File: src/rtl/phase_sequencer.sv
// rtl/phase_sequencer.sv - multi-cycle phase ring controller for the SIMPLE 16-bit core
module phase_sequencer #(
    parameter int PHASES  = 5,
    parameter int INSTR_W = 16
) (
    input  logic               clock,
    input  logic               reset,
    input  logic               exec,
    input  logic [INSTR_W-1:0] instr,
    input  logic [3:0]         flags,
    input  logic               mem_wait,
    output logic [PHASES-1:0]  phase,
    output logic               ir_load,
    output logic               pc_inc,
    output logic               alu_src,
    output logic               reg_dst,
    output logic               mem_to_reg,
    output logic               reg_we,
    output logic               mem_we,
    output logic               pc_load,
    output logic               running,
    output logic               halted
);

    typedef enum logic [1:0] {
        ST_IDLE = 2'd0,
        ST_RUN  = 2'd1,
        ST_HALT = 2'd2
    } state_e;

    typedef struct packed {
        logic       alu_src;
        logic       reg_dst;
        logic       mem_to_reg;
        logic       wr;
        logic       st;
        logic       mem;
        logic       hlt;
        logic       br;
        logic       bcc;
        logic [2:0] cond;
    } ctrl_t;

    state_e            state_q, state_d;
    logic [PHASES-1:0] phase_q, phase_d;
    logic              stop_q, stop_d;
    logic              running_q, running_d;
    logic              halted_q, halted_d;
    ctrl_t             ctrl_q, ctrl_d;
    ctrl_t             dec;

    logic [15:0] iw;
    logic [1:0]  op1;
    logic [2:0]  op2;
    logic [3:0]  op3;
    logic        c_nop, c_ld, c_st, c_li, c_b, c_bcc, c_alu, c_in, c_out, c_hlt;
    logic        stall, taken;
    logic        unused_bits;

    assign iw  = instr[INSTR_W-1 -: 16];
    assign op1 = iw[15:14];
    assign op2 = iw[13:11];
    assign op3 = iw[7:4];

    // An all-zero word is a NOP and belongs to no class, even though op1 reads as LD.
    assign c_nop = (iw == 16'h0000);
    assign c_ld  = (op1 == 2'b00) && !c_nop;
    assign c_st  = (op1 == 2'b01);
    assign c_li  = (op1 == 2'b10) && (op2 == 3'b000);
    assign c_b   = (op1 == 2'b10) && (op2 == 3'b100);
    assign c_bcc = (op1 == 2'b10) && (op2 == 3'b111);
    assign c_alu = (op1 == 2'b11) && (op3 != 4'b0101) && (op3 != 4'b1101) && (op3 != 4'b1111);
    assign c_in  = (op1 == 2'b11) && (op3 == 4'b1100);
    assign c_out = (op1 == 2'b11) && (op3 == 4'b1101);
    assign c_hlt = (op1 == 2'b11) && (op3 == 4'b1111);

    assign unused_bits = ^{instr, flags[1]};

    always_comb begin
        dec            = '0;
        dec.alu_src    = (op3[3:2] == 2'b10);
        dec.reg_dst    = (op1 != 2'b00);
        dec.mem_to_reg = c_ld || c_in;
        dec.wr         = c_ld || c_li || c_alu;
        dec.st         = c_st;
        dec.mem        = c_ld || c_st || c_in || c_out;
        dec.hlt        = c_hlt;
        dec.br         = c_b;
        dec.bcc        = c_bcc;
        dec.cond       = iw[10:8];
    end

    assign stall = mem_wait && (phase_q[0] || (phase_q[PHASES-2] && ctrl_q.mem));

    always_comb begin
        state_d = state_q;
        phase_d = phase_q;
        stop_d  = stop_q;
        ctrl_d  = ctrl_q;
        case (state_q)
            ST_IDLE, ST_HALT: begin
                if (exec) begin
                    state_d = ST_RUN;
                    phase_d = PHASES'(1);
                end
            end
            ST_RUN: begin
                if (exec) stop_d = 1'b1;
                if (phase_q[1]) ctrl_d = dec;
                if (!stall) begin
                    if (phase_q[PHASES-1]) begin
                        // A pending stop beats HLT; an exec landing on HLT writeback is dropped.
                        if (stop_q) begin
                            state_d = ST_IDLE;
                            phase_d = '0;
                            stop_d  = 1'b0;
                        end else if (ctrl_q.hlt) begin
                            state_d = ST_HALT;
                            phase_d = '0;
                            stop_d  = 1'b0;
                        end else begin
                            phase_d = PHASES'(1);
                        end
                    end else begin
                        phase_d = phase_q << 1;
                    end
                end
            end
            default: begin
                state_d = ST_IDLE;
                phase_d = '0;
                stop_d  = 1'b0;
            end
        endcase
        running_d = (state_d == ST_RUN);
        halted_d  = (state_d == ST_HALT);
    end

    always_ff @(posedge clock) begin
        if (!reset) begin
            state_q   <= ST_IDLE;
            phase_q   <= '0;
            stop_q    <= 1'b0;
            running_q <= 1'b0;
            halted_q  <= 1'b0;
            ctrl_q    <= '0;
        end else begin
            state_q   <= state_d;
            phase_q   <= phase_d;
            stop_q    <= stop_d;
            running_q <= running_d;
            halted_q  <= halted_d;
            ctrl_q    <= ctrl_d;
        end
    end

    always_comb begin
        case (ctrl_q.cond)
            3'b000:  taken = flags[2];
            3'b001:  taken = flags[3] ^ flags[0];
            3'b010:  taken = flags[2] | (flags[3] ^ flags[0]);
            3'b011:  taken = !flags[2];
            default: taken = 1'b0;
        endcase
    end

    assign ir_load    = phase_q[0] && !mem_wait;
    assign pc_inc     = ir_load;
    assign mem_we     = phase_q[PHASES-2] && ctrl_q.st && !mem_wait;
    assign reg_we     = phase_q[PHASES-1] && ctrl_q.wr;
    assign pc_load    = phase_q[PHASES-1] && (ctrl_q.br || (ctrl_q.bcc && taken));
    assign alu_src    = ctrl_q.alu_src;
    assign reg_dst    = ctrl_q.reg_dst;
    assign mem_to_reg = ctrl_q.mem_to_reg;
    assign phase      = phase_q;
    assign running    = running_q;
    assign halted     = halted_q;

endmodule
File: config.mk
export PLATFORM = sky130hd
export DESIGN_NAME = phase_sequencer
export DESIGN_NICKNAME = d
export VERILOG_FILES = /design/src/rtl/phase_sequencer.sv
export SDC_FILE = /design/constraint.sdc
export NUM_CORES = 1
export LEC_CHECK = 0
export BUFFER_PORTS_ARGS = -buffer_cell sky130_fd_sc_hd__clkbuf_2
export CAP_MARGIN = 20
export CELL_PAD_IN_SITES_DETAIL_PLACEMENT = 0
export CELL_PAD_IN_SITES_GLOBAL_PLACEMENT = 1
export CORE_MARGIN = 2
export CORE_UTILIZATION = 35
export DETAILED_ROUTE_END_ITERATION = 8
export GPL_TIMING_DRIVEN = 0
export PLACE_DENSITY = 0.8
export SYNTH_ARGS = -nofsm -noshare
export SYNTH_HDL_FRONTEND = slang
export SYNTH_SLANG_ARGS = --single-unit
File: constraint.sdc
create_clock -name clock -period 1.7 [get_ports clock]
set_input_delay 0.085 -clock clock [delete_from_list [all_inputs] [get_ports clock]]
set_output_delay 0.085 -clock clock [all_outputs]
set_load 0.005 [all_outputs]
==> results of run 1 <==
## per-stage QoR
stage	power, W	setup WS (ns)	hold slack, ns	instance area, um^2	util, %
floorplan	0.000613	0.531	0.201	1090	-
finish	0.00107	0.187	0.0147	1380	45.9
detailed placement	0.000675	0.464	0.341	1320	43.8
global route	0.00111	0.0112	0.00594	1380	45.9
CTS	0.00108	0.170	0.0102	1380	45.9
global placement	0.000673	0.475	0.343	1320	43.8
## worst register-to-register path, delay by kind of cell (launching register included)
family                 cells  cell delay, ns
AOI/OAI and AO/OA          2            0.19
buffers and inverters      2            0.26
DFF                        1            0.33
and+or+nand+nor            2            0.34
## power groups by stage
stage	logic (W)	clock network, W	registers, W
global route	0.000147	0.000432	0.000535
CTS	0.000134	0.000411	0.000533
detailed placement	0.000131	0	0.000544
finish	0.000133	0.000400	0.000533
global placement	0.000129	0	0.000544
floorplan	0.0000704	0	0.000543
## cell families (layout without fill, tap and decap cells)
| logic type | Yosys count | count (layout) | synth area share (%) |
|---|---|---|---|
| simple gates | 57 | 57 | 28.7 |
| compound gates | 39 | 39 | 25.0 |
| flops | 22 | 22 | 40.4 |
| buf+inv | 9 | 51 | 5.05 |
| xor+xnor | 1 | 1 | 0.804 |
## how the worst min path moves through the flow
| stage | start | to | slack, ns | cells past startpoint |
|---|---|---|---|---|
| after CTS | instr[9] | ctrl_q[1] | 0.01 | 3 |
| after global routing | instr[8] | ctrl_q[0] | 0.006 | 3 |
| final | instr[9] | ctrl_q[1] | 0.01 | 3 |
| after detailed placement | instr[10] | ctrl_q[2] | 0.34 | 3 |
| after global placement | instr[10] | ctrl_q[2] | 0.34 | 3 |
| after floorplan | mem_wait | mem_we | 0.20 | 1 |
## area by class of cell
cell class	instances	area (um^2)	area share (%)
Buffer	6	43.8	3.18
Clock buffer	3	22.5	1.63
Clock inverter	1	30.0	2.18
Inverter	3	11.3	0.817
Multi-Input combinational cell	97	594	43.1
Sequential cell	22	440	31.9
Tap cell	33	41.3	2.99
Timing Repair Buffer	38	195	14.2
## what timing repair did
item / CTS / global route
endpoints found under the hold margin: 1 / 0
resized for setup: 0 / 0
hold buffers: 1 / 0
## cells in the final DEF, fill, tap and decap left out, types with 2 or more instances in the layout
master,synthesis,final
sky130_fd_sc_hd__nand2b_1,2,2
sky130_fd_sc_hd__nor3b_1,2,2
sky130_fd_sc_hd__inv_1,3,3
sky130_fd_sc_hd__nor2_1,8,8
sky130_fd_sc_hd__nand4_1,5,5
sky130_fd_sc_hd__buf_6,2,2
sky130_fd_sc_hd__o21a_1,3,3
sky130_fd_sc_hd__buf_2,2,2
sky130_fd_sc_hd__clkbuf_4,0,3
sky130_fd_sc_hd__a21boi_1,3,3
sky130_fd_sc_hd__nor3_1,3,3
sky130_fd_sc_hd__dfxtp_1,22,22
sky130_fd_sc_hd__and2_1,2,2
sky130_fd_sc_hd__nor2b_1,8,8
sky130_fd_sc_hd__a21oi_1,10,10
sky130_fd_sc_hd__nand4b_1,2,2
sky130_fd_sc_hd__nand2_1,17,17
sky130_fd_sc_hd__o21ai_0,7,7
sky130_fd_sc_hd__clkbuf_2,0,37
sky130_fd_sc_hd__nand3_1,2,2
sky130_fd_sc_hd__a21o_1,2,2
sky130_fd_sc_hd__nor4_1,2,2
sky130_fd_sc_hd__a21boi_0,2,2
sky130_fd_sc_hd__a32oi_1,2,2
## layer usage
layer	routed length [um]	vias to the layer above
met5	0	-
met4	12	0
met3	74	2
met2	1300	16
met1	1160	511
li1	-	543
==> results.toml, run 1 <==
[grt]
grt_overflow_total = 0
grt-busiest-layer = "met2"
groute.usage.overall_pct = 15.0
grt_util_met1_pct = 19.3
grt_first_pass_wirelength_mm = 4.22
vias_in_the_first_global_route = 985
grt_max_degree = 14
antenna_found_initial = 0
globalRouteMet2Util_pct = 26.2
gr-usage-met3_pct = 1.95

[worst_setup_path]
timing.reg2reg.setup_slack_ns = 0.46
crit_path_start_kind = "register"
required_worst_endpoint_ns = 1.62
worstReg2RegEnd = "ctrl_q[8]"
critical_path.n_buffers_inverters = 1
r2r-start = "state_q[0]"
critPathMaxStageDelay_ns = 0.40
ff2ff_path_depth = 6
cp-endpoint = "pc_load"
worst-path-stages = 4
critical_path.top_delay_family = "compound AO/OA/AOI/OAI gates"
worstSetupEndpointType = "output pin"
worst-endpoint-arrival_ns = 1.43
crit_path_start = "ctrl_q[1]"
worst_path_max_delay_cell = "sky130_fd_sc_hd__dfxtp_1"
timing_worst_setup_path_type = "reg2out"
crit_path_cell_trace = "o21ai_1 -> a2111oi_1 -> o21a_1 -> clkbuf_2"
cp_max_fo = 4

[synth]
netlist-cell-type-count = 39
netlist_top_cells_area = "sky130_fd_sc_hd__dfxtp_1, sky130_fd_sc_hd__nand2_1, sky130_fd_sc_hd__a21oi_1"
postSynthCellCount = 128
ys.warnings.count = 0
yosys_most_used_dff = "sky130_fd_sc_hd__dfxtp_1"
synth_nets = 152
async_s_r_ff_share_synth_pct = 0
yosysSeqAreaShare_pct = 40.4
netlist.top_cell.by_area = "sky130_fd_sc_hd__dfxtp_1"
synthTopCellsByCount = "sky130_fd_sc_hd__dfxtp_1, sky130_fd_sc_hd__nand2_1, sky130_fd_sc_hd__a21oi_1"
synthDominantCellAreaShare_pct = 40.4
post_synth.cell_area_avg_um2 = 8.51
synth_area_um2 = 1090
synth_enable_flop_cells = 0
yosys.cell_count.top_type = "sky130_fd_sc_hd__dfxtp_1"
ys_ff_latch = 22

[route]
avgViaCountPerCell = 5.28
route.detailed.drc = 0
route.antenna.remaining_nets = 0
dr.pass1.iters = 5
vias = 1072
first_iter_violations = 16
routed_wirelength_mm = 2.55
drt-wirelength-per-cell_um = 12.6

[floorplanning]
dieArea_um2 = 3580
coreArea_um2 = 3000
fp.dieW_um = 59.8
num_rows = 20
die_height_um = 59.8
num_io_pins = 39
start_util_pct = 36.3

[power_and_ir_drop]
power.share.sequential_pct = 50.0
pwr-share-comb_pct = 12.5
clock_power_share_pct = 37.6
cellPowerDensity_nw_per_um2 = 773
p_leak_nw = 0.604
power.switching_fraction_pct = 22.6
power_report.internal_total_w = 0.000825
p_switching_w = 0.000241
vdd.ir_drop.worst_uv = 287

[sta]
setup_tns_ns = 0
timing.slew.headroom_pct = 72.7
period_share_pct = 89.0
fin_crit_ns = 1.51
final-setup-viol-count = 0
max_freq_ghz = 0.661
grt_setup_unrepaired = "false"
worst_pin_slew_ns = 0.410
slew_violations = 0
number_of_failing_hold_endpoints_at_the_final_stage = 0
clock_skew_ns = 0.00793

[clock_network]
cts_tree = "done"
clock_sink_count = 22
cts_buffer_depth = 2
cts_htree_levels = 1
cts-root-buf = "sky130_fd_sc_hd__clkbuf_4"
post-cts-setup-buffers = 0
clkLatencyLatePin_ns = 0.31
worst_setup_hold_path_clk_slew_ns = 0.13
cts_made_buffers = 3

[layout]
share_of_layout_cells_above_drive_strength_1_pct = 30.0
nNetsFinal = 195
n_antenna_cell = 0
instances_no_fill = 203
regMostFlops = "ctrl_q"
area_growth_syn_to_layout_pct = 26.5
largest_register_ffs = 9
n_fill_cell = 315

[status]
run_status = "completed"

[place]
place.gp.congestion = 0.814
port-buffer-count = 37
dpl.cell_count = 198
detailed_place_hpwl_mm = 1.98

[run]
max-cap-violations = 0

[min_path]
worst_hold_path_type = "in2reg"
Note: power is estimated with default switching activity, not from simulation.
==> run 2, diff against run 1 <==
Settings changed: BUFFER_PORTS_ARGS -buffer_cell sky130_fd_sc_hd__clkbuf_2 to -buffer_cell sky130_fd_sc_hd__buf_4, CORE_ASPECT_RATIO set to 0.75.
==> results.toml, run 2 (synthesized netlist as in run 1, its figures left out) <==
[status]
run_status = "completed"

[sta]
timing.slew.headroom_pct = 72.3
clock_skew_ns = 0.00169
grt_setup_unrepaired = "false"
number_of_failing_hold_endpoints_at_the_final_stage = 0
max_freq_ghz = 0.679
worst_pin_slew_ns = 0.415
fin_crit_ns = 1.47
final-setup-viol-count = 0
setup_tns_ns = 0
slew_violations = 0
period_share_pct = 86.6

[floorplanning]
die_height_um = 52.3
fp.dieW_um = 68.4
dieArea_um2 = 3580
coreArea_um2 = 2960
num_rows = 17
start_util_pct = 36.9
num_io_pins = 39

[layout]
area_growth_syn_to_layout_pct = 34.9
layout_commonest_cell = "sky130_fd_sc_hd__buf_4"
utilization_pct = 49.7
n_antenna_cell = 0
share_of_layout_cells_above_drive_strength_1_pct = 30.2
n_fill_cell = 302
final_cell_mix = "sky130_fd_sc_hd__buf_4, sky130_fd_sc_hd__dfxtp_1, sky130_fd_sc_hd__nand2_1"
nNetsFinal = 194
regMostFlops = "ctrl_q"
largest_register_ffs = 9

[worst_setup_path]
timing_worst_setup_path_type = "reg2out"
worstSetupEndpointType = "output pin"
worst-endpoint-arrival_ns = 1.39
cp_max_fo = 4
required_worst_endpoint_ns = 1.62
crit_path_start_kind = "register"

[power_and_ir_drop]
power.switching_fraction_pct = 22.8
pwr-share-comb_pct = 14.3
vdd.ir_drop.worst_uv = 491
p_switching_w = 0.000240
cellPowerDensity_nw_per_um2 = 714
p_leak_nw = 0.627
power.share.sequential_pct = 50.7
clock_power_share_pct = 34.9
power_report.internal_total_w = 0.000810

[clock_network]
cts-root-buf = "sky130_fd_sc_hd__clkbuf_8"
clock_sink_count = 22
worst_setup_hold_path_clk_slew_ns = 0.07
post-cts-setup-buffers = 0
cts_htree_levels = 1
cts_buffer_depth = 2
cts_resized = 0
ctsHoldBuffers = 0
cts_made_buffers = 3
cts_tree = "done"
clkLatencyLatePin_ns = 0.26

[min_path]
worst_hold_path_type = "in2reg"

[route]
route.detailed.drc = 0
vias = 1045
avgViaCountPerCell = 5.05
dr.max_layer_used = "met4"
routed_wirelength_mm = 2.70
drt-wirelength-per-cell_um = 13.0
total_length_of_routed_met3_wires_um = 107
detailroute.wirelength.met2_mm = 1.29
met1Wirelength_mm = 1.28
first_iter_violations = 58
route.antenna.remaining_nets = 0
dr.pass1.iters = 4

[run]
max-cap-violations = 0

[place]
detailed_place_hpwl_mm = 2.13
place.gp.congestion = 0.793
port-buffer-count = 37

[grt]
antenna_found_initial = 0
grt_overflow_total = 0
vias_in_the_first_global_route = 1059
groute.usage.overall_pct = 17.1
grt_first_pass_wirelength_mm = 4.53
grt_max_degree = 13
## run 2: cell types whose count changed in the layout (fill, tap and decap cells not counted)
| cell | previous run | this run |
|---|---|---|
| sky130_fd_sc_hd__buf_4 | 1 | 38 |
| sky130_fd_sc_hd__bufinv_16 | 1 | 0 |
| sky130_fd_sc_hd__clkbuf_2 | 37 | 0 |
| sky130_fd_sc_hd__clkbuf_4 | 3 | 0 |
| sky130_fd_sc_hd__clkbuf_8 | 0 | 4 |
| sky130_fd_sc_hd__dlygate4sd3_1 | 1 | 0 |
## run 2: final cells by class
cell class	count	area [um^2]	share of cell area [%]
Timing Repair Buffer	37	278	18.9
Inverter	3	11.3	0.766
Buffer	6	43.8	2.98
Clock buffer	4	55.1	3.74
Sequential cell	22	440	30.0
Multi-Input combinational cell	97	594	40.4
Tap cell	38	47.5	3.23
## run 2: path summary, 6_finish.rpt
path | cells past startpoint | start | end | slack, ns
worst max-delay path | 4 | ctrl_q[1] | pc_load | 0.23
worst min-delay path | 3 | instr[10] | ctrl_q[2] | 0.09
worst max register to register | 5 | state_q[0] | ctrl_q[8] | 0.45
worst min register to register | 2 | ctrl_q[2] | ctrl_q[2] | 0.47
## run 2: worst max-delay path, cell delays in order, from the launching register on
cell	delay (ns)
sky130_fd_sc_hd__dfxtp_1	0.38
sky130_fd_sc_hd__o21ai_1	0.09
sky130_fd_sc_hd__a2111oi_1	0.41
sky130_fd_sc_hd__o21a_1	0.16
sky130_fd_sc_hd__buf_4	0.10
## run 2: stage by stage
| step | hold slack, ns | setup slack (ns) | instances | power [W] | cell area [um^2] |
|---|---|---|---|---|---|
| global route | 0.108 | 0.128 | 207 | 0.00109 | 1470 |
| finish | 0.0910 | 0.227 | 207 | 0.00105 | 1470 |
| global placement | 0.359 | 0.467 | 203 | 0.000691 | 1420 |
| floorplan | 0.201 | 0.531 | 128 | 0.000613 | 1090 |
| detailed placement | 0.359 | 0.467 | 203 | 0.000695 | 1420 |
| CTS | 0.0781 | 0.198 | 207 | 0.00107 | 1470 |
## run 2: per-layer routing
layer	vias up	track usage, %
met2	24	28.8
met4	0	6.00
li1	540	-
met1	479	21.0
met5	-	0
met3	2	4.30
## run 2: power groups by stage
| stage | logic [W] | registers (W) | clock network, W |
|---|---|---|---|
| 3_3_place_gp | 0.000148 | 0.000544 | 0 |
| 6_report | 0.000151 | 0.000532 | 0.000367 |
| 5_1_grt | 0.000165 | 0.000533 | 0.000395 |
| 4_1_cts | 0.000151 | 0.000532 | 0.000384 |
| 2_1_floorplan | 0.0000704 | 0.000543 | 0 |
| 3_5_place_dp | 0.000151 | 0.000544 | 0 |
==> run 3, diff against run 2 <==
Settings changed: ABC_AREA set to 1, CORE_UTILIZATION 35 to 33, HOLD_SLACK_MARGIN set to 0.1, PLACE_DENSITY 0.8 to 0.79.
==> results.toml, run 3 <==
[status]
run_status = "completed"

[power_and_ir_drop]
power.share.sequential_pct = 52.1
power.switching_fraction_pct = 26.1
clock_power_share_pct = 28.5
pwr-share-comb_pct = 19.4
vdd.ir_drop.worst_uv = 364
cellPowerDensity_nw_per_um2 = 722
p_leak_nw = 0.712
power_report.internal_total_w = 0.000805
p_switching_w = 0.000284

[worst_setup_path]
timing_worst_setup_path_type = "reg2out"
cp-endpoint = "pc_load"
worstSetupEndpointType = "output pin"
cp_max_fo = 3
r2r-start = "state_q[0]"
worstReg2RegEnd = "ctrl_q[5]"
crit_path_start_kind = "register"
ff2ff_path_depth = 6
required_worst_endpoint_ns = 1.62
timing.reg2reg.setup_slack_ns = 0.41
crit_path_start = "ctrl_q[0]"
worst-endpoint-arrival_ns = 1.29

[route]
avgViaCountPerCell = 4.78
first_iter_violations = 41
drt-wirelength-per-cell_um = 11.6
routed_wirelength_mm = 2.83
met1Wirelength_mm = 1.45
dr.pass1.iters = 4
route.detailed.drc = 0
dr.max_layer_used = "met4"
route.antenna.remaining_nets = 0
total_length_of_routed_met3_wires_um = 181
detailroute.wirelength.met2_mm = 1.19
vias = 1162

[synth]
async_s_r_ff_share_synth_pct = 0
netlist-cell-type-count = 25
synth_area_um2 = 1120
netlist.top_cell.by_area = "sky130_fd_sc_hd__dfxtp_1"
post_synth.cell_area_avg_um2 = 6.95
synth_nets = 185
synthDominantCellAreaShare_pct = 39.4
ys.warnings.count = 0
yosys.cell_count.top_type = "sky130_fd_sc_hd__nand2_1"
netlist_top_cells_area = "sky130_fd_sc_hd__dfxtp_1, sky130_fd_sc_hd__nand2_1, sky130_fd_sc_hd__a21oi_1"
yosys_most_used_dff = "sky130_fd_sc_hd__dfxtp_1"
synthTopCellsByCount = "sky130_fd_sc_hd__nand2_1, sky130_fd_sc_hd__inv_1, sky130_fd_sc_hd__a21oi_1, sky130_fd_sc_hd__dfxtp_1, sky130_fd_sc_hd__nor2_1"
ys_ff_latch = 22
postSynthCellCount = 161
synth_enable_flop_cells = 0
yosysSeqAreaShare_pct = 39.4

[sta]
hold-worst-slack_ns = 0.111
grt_setup_unrepaired = "false"
setup_tns_ns = 0
number_of_failing_hold_endpoints_at_the_final_stage = 0
clock_skew_ns = 0.00138
final-setup-viol-count = 0
worst_pin_slew_ns = 0.451
max_freq_ghz = 0.725
period_share_pct = 81.1
slew_violations = 0
fin_crit_ns = 1.38
timing.slew.headroom_pct = 70.0

[floorplanning]
start_util_pct = 34.3
coreArea_um2 = 3270
die_height_um = 54.4
num_io_pins = 39
num_rows = 18
fp.dieW_um = 71.2
dieArea_um2 = 3880

[grt]
grt_max_degree = 12
grt_overflow_total = 0
vias_in_the_first_global_route = 1078
groute.usage.overall_pct = 16.2
antenna_found_initial = 0
grt_first_pass_wirelength_mm = 4.87

[run]
max-cap-violations = 0

[min_path]
timing.hold.worst_path_depth = 3
worst_hold_path_type = "in2reg"

[layout]
area_growth_syn_to_layout_pct = 34.8
instances_no_fill = 243
layout_commonest_cell = "sky130_fd_sc_hd__buf_4"
final_area_um2 = 1510
nNetsFinal = 229
regMostFlops = "ctrl_q"
final_cell_mix = "sky130_fd_sc_hd__buf_4, sky130_fd_sc_hd__nand2_1, sky130_fd_sc_hd__inv_1"
share_of_layout_cells_above_drive_strength_1_pct = 24.6
n_antenna_cell = 0
largest_register_ffs = 9

[clock_network]
cts_tree = "done"
clkLatencyLatePin_ns = 0.25
cts-root-buf = "sky130_fd_sc_hd__clkbuf_8"
cts_buffer_depth = 2
clock_sink_count = 22
cts_made_buffers = 3
cts_htree_levels = 1
worst_setup_hold_path_clk_slew_ns = 0.07

[place]
detailed_place.area_um2 = 1450
place.gp.congestion = 0.782
port-buffer-count = 37
detailed_place_hpwl_mm = 2.23
dpl.cell_count = 238
-- run 3: cell types whose count changed after synthesis, sizes merged, moves of 3 or more --
cell    previous run  this run
o21ai              8        15
a21boi             6         0
inv                3        24
nand2             17        31
nand4              5         2
a21oi             10        22
nor2b              8         0
nand3              2        11
nor2               8        20
-- run 3: how the worst min path moves through the flow --
stage                         start        end
final                      instr[7]    alu_src
after global routing      instr[11]  ctrl_q[3]
after CTS                  instr[7]    alu_src
after detailed placement  instr[10]  ctrl_q[2]
after global placement         exec     stop_q
after floorplan            mem_wait     mem_we
-- run 3: timing repair --
action	in CTS	in global routing
gates resized for setup	0	0
hold buffers	2	0
hold endpoints to repair	2	0
buffers inserted	0	0
-- run 3: cell families (layout without fill, tap and decap cells) --
| group | count (synthesis) | in the layout | share of synthesized area (%) |
|---|---|---|---|
| AOI/OAI and AO/OA | 42 | 42 | 20.4 |
| xor gates and xnor gates | 1 | 1 | 0.783 |
| buffers and inverters | 29 | 71 | 12.6 |
| DFF | 22 | 22 | 39.4 |
| muxes | 1 | 1 | 1.01 |
| and+or+nand+nor | 66 | 66 | 25.8 |
-- run 3: area by class of cell --
cell class,instances,area (um^2)
buffer,4,42.5
sequential,22,440
timing repair buffer,39,298
clock buffer,3,41.3
fill,356,1760
tap,40,50.0
inverter,25,98.8
multi-input combinational,110,537
-- run 3: metal layers --
layer,vias up,track usage [%]
met1,512,22.6
met4,0,2.83
met2,39,25.3
li1,609,-
met3,2,4.60
met5,-,0
-- run 3: power groups by stage --
stage / registers (W) / logic, W / clock network [W]
CTS: 0.000567 / 0.000213 / 0.000327
detailed placement: 0.000579 / 0.000208 / 0
global route: 0.000571 / 0.000242 / 0.000349
finish: 0.000567 / 0.000211 / 0.000310
global placement: 0.000578 / 0.000205 / 0
floorplan: 0.000575 / 0.000106 / 0
-- run 3: worst max-delay path: stages, from the launching register on --
cell                      delay (ns)
sky130_fd_sc_hd__dfxtp_1        0.34
sky130_fd_sc_hd__nand2_1        0.07
sky130_fd_sc_hd__mux2_2         0.25
sky130_fd_sc_hd__nand2_1        0.06
sky130_fd_sc_hd__nand2_1        0.05
sky130_fd_sc_hd__a21oi_1        0.14
sky130_fd_sc_hd__buf_4          0.13
-- run 3: stage by stage --
step	power (W)	setup WS [ns]	util, %
3_5_place_dp	0.000787	0.416	44.3
5_1_grt	0.00116	0.246	46.2
2_1_floorplan	0.000681	0.587	-
6_report	0.00109	0.321	46.2
3_3_place_gp	0.000784	0.437	44.3
4_1_cts	0.00111	0.315	46.2
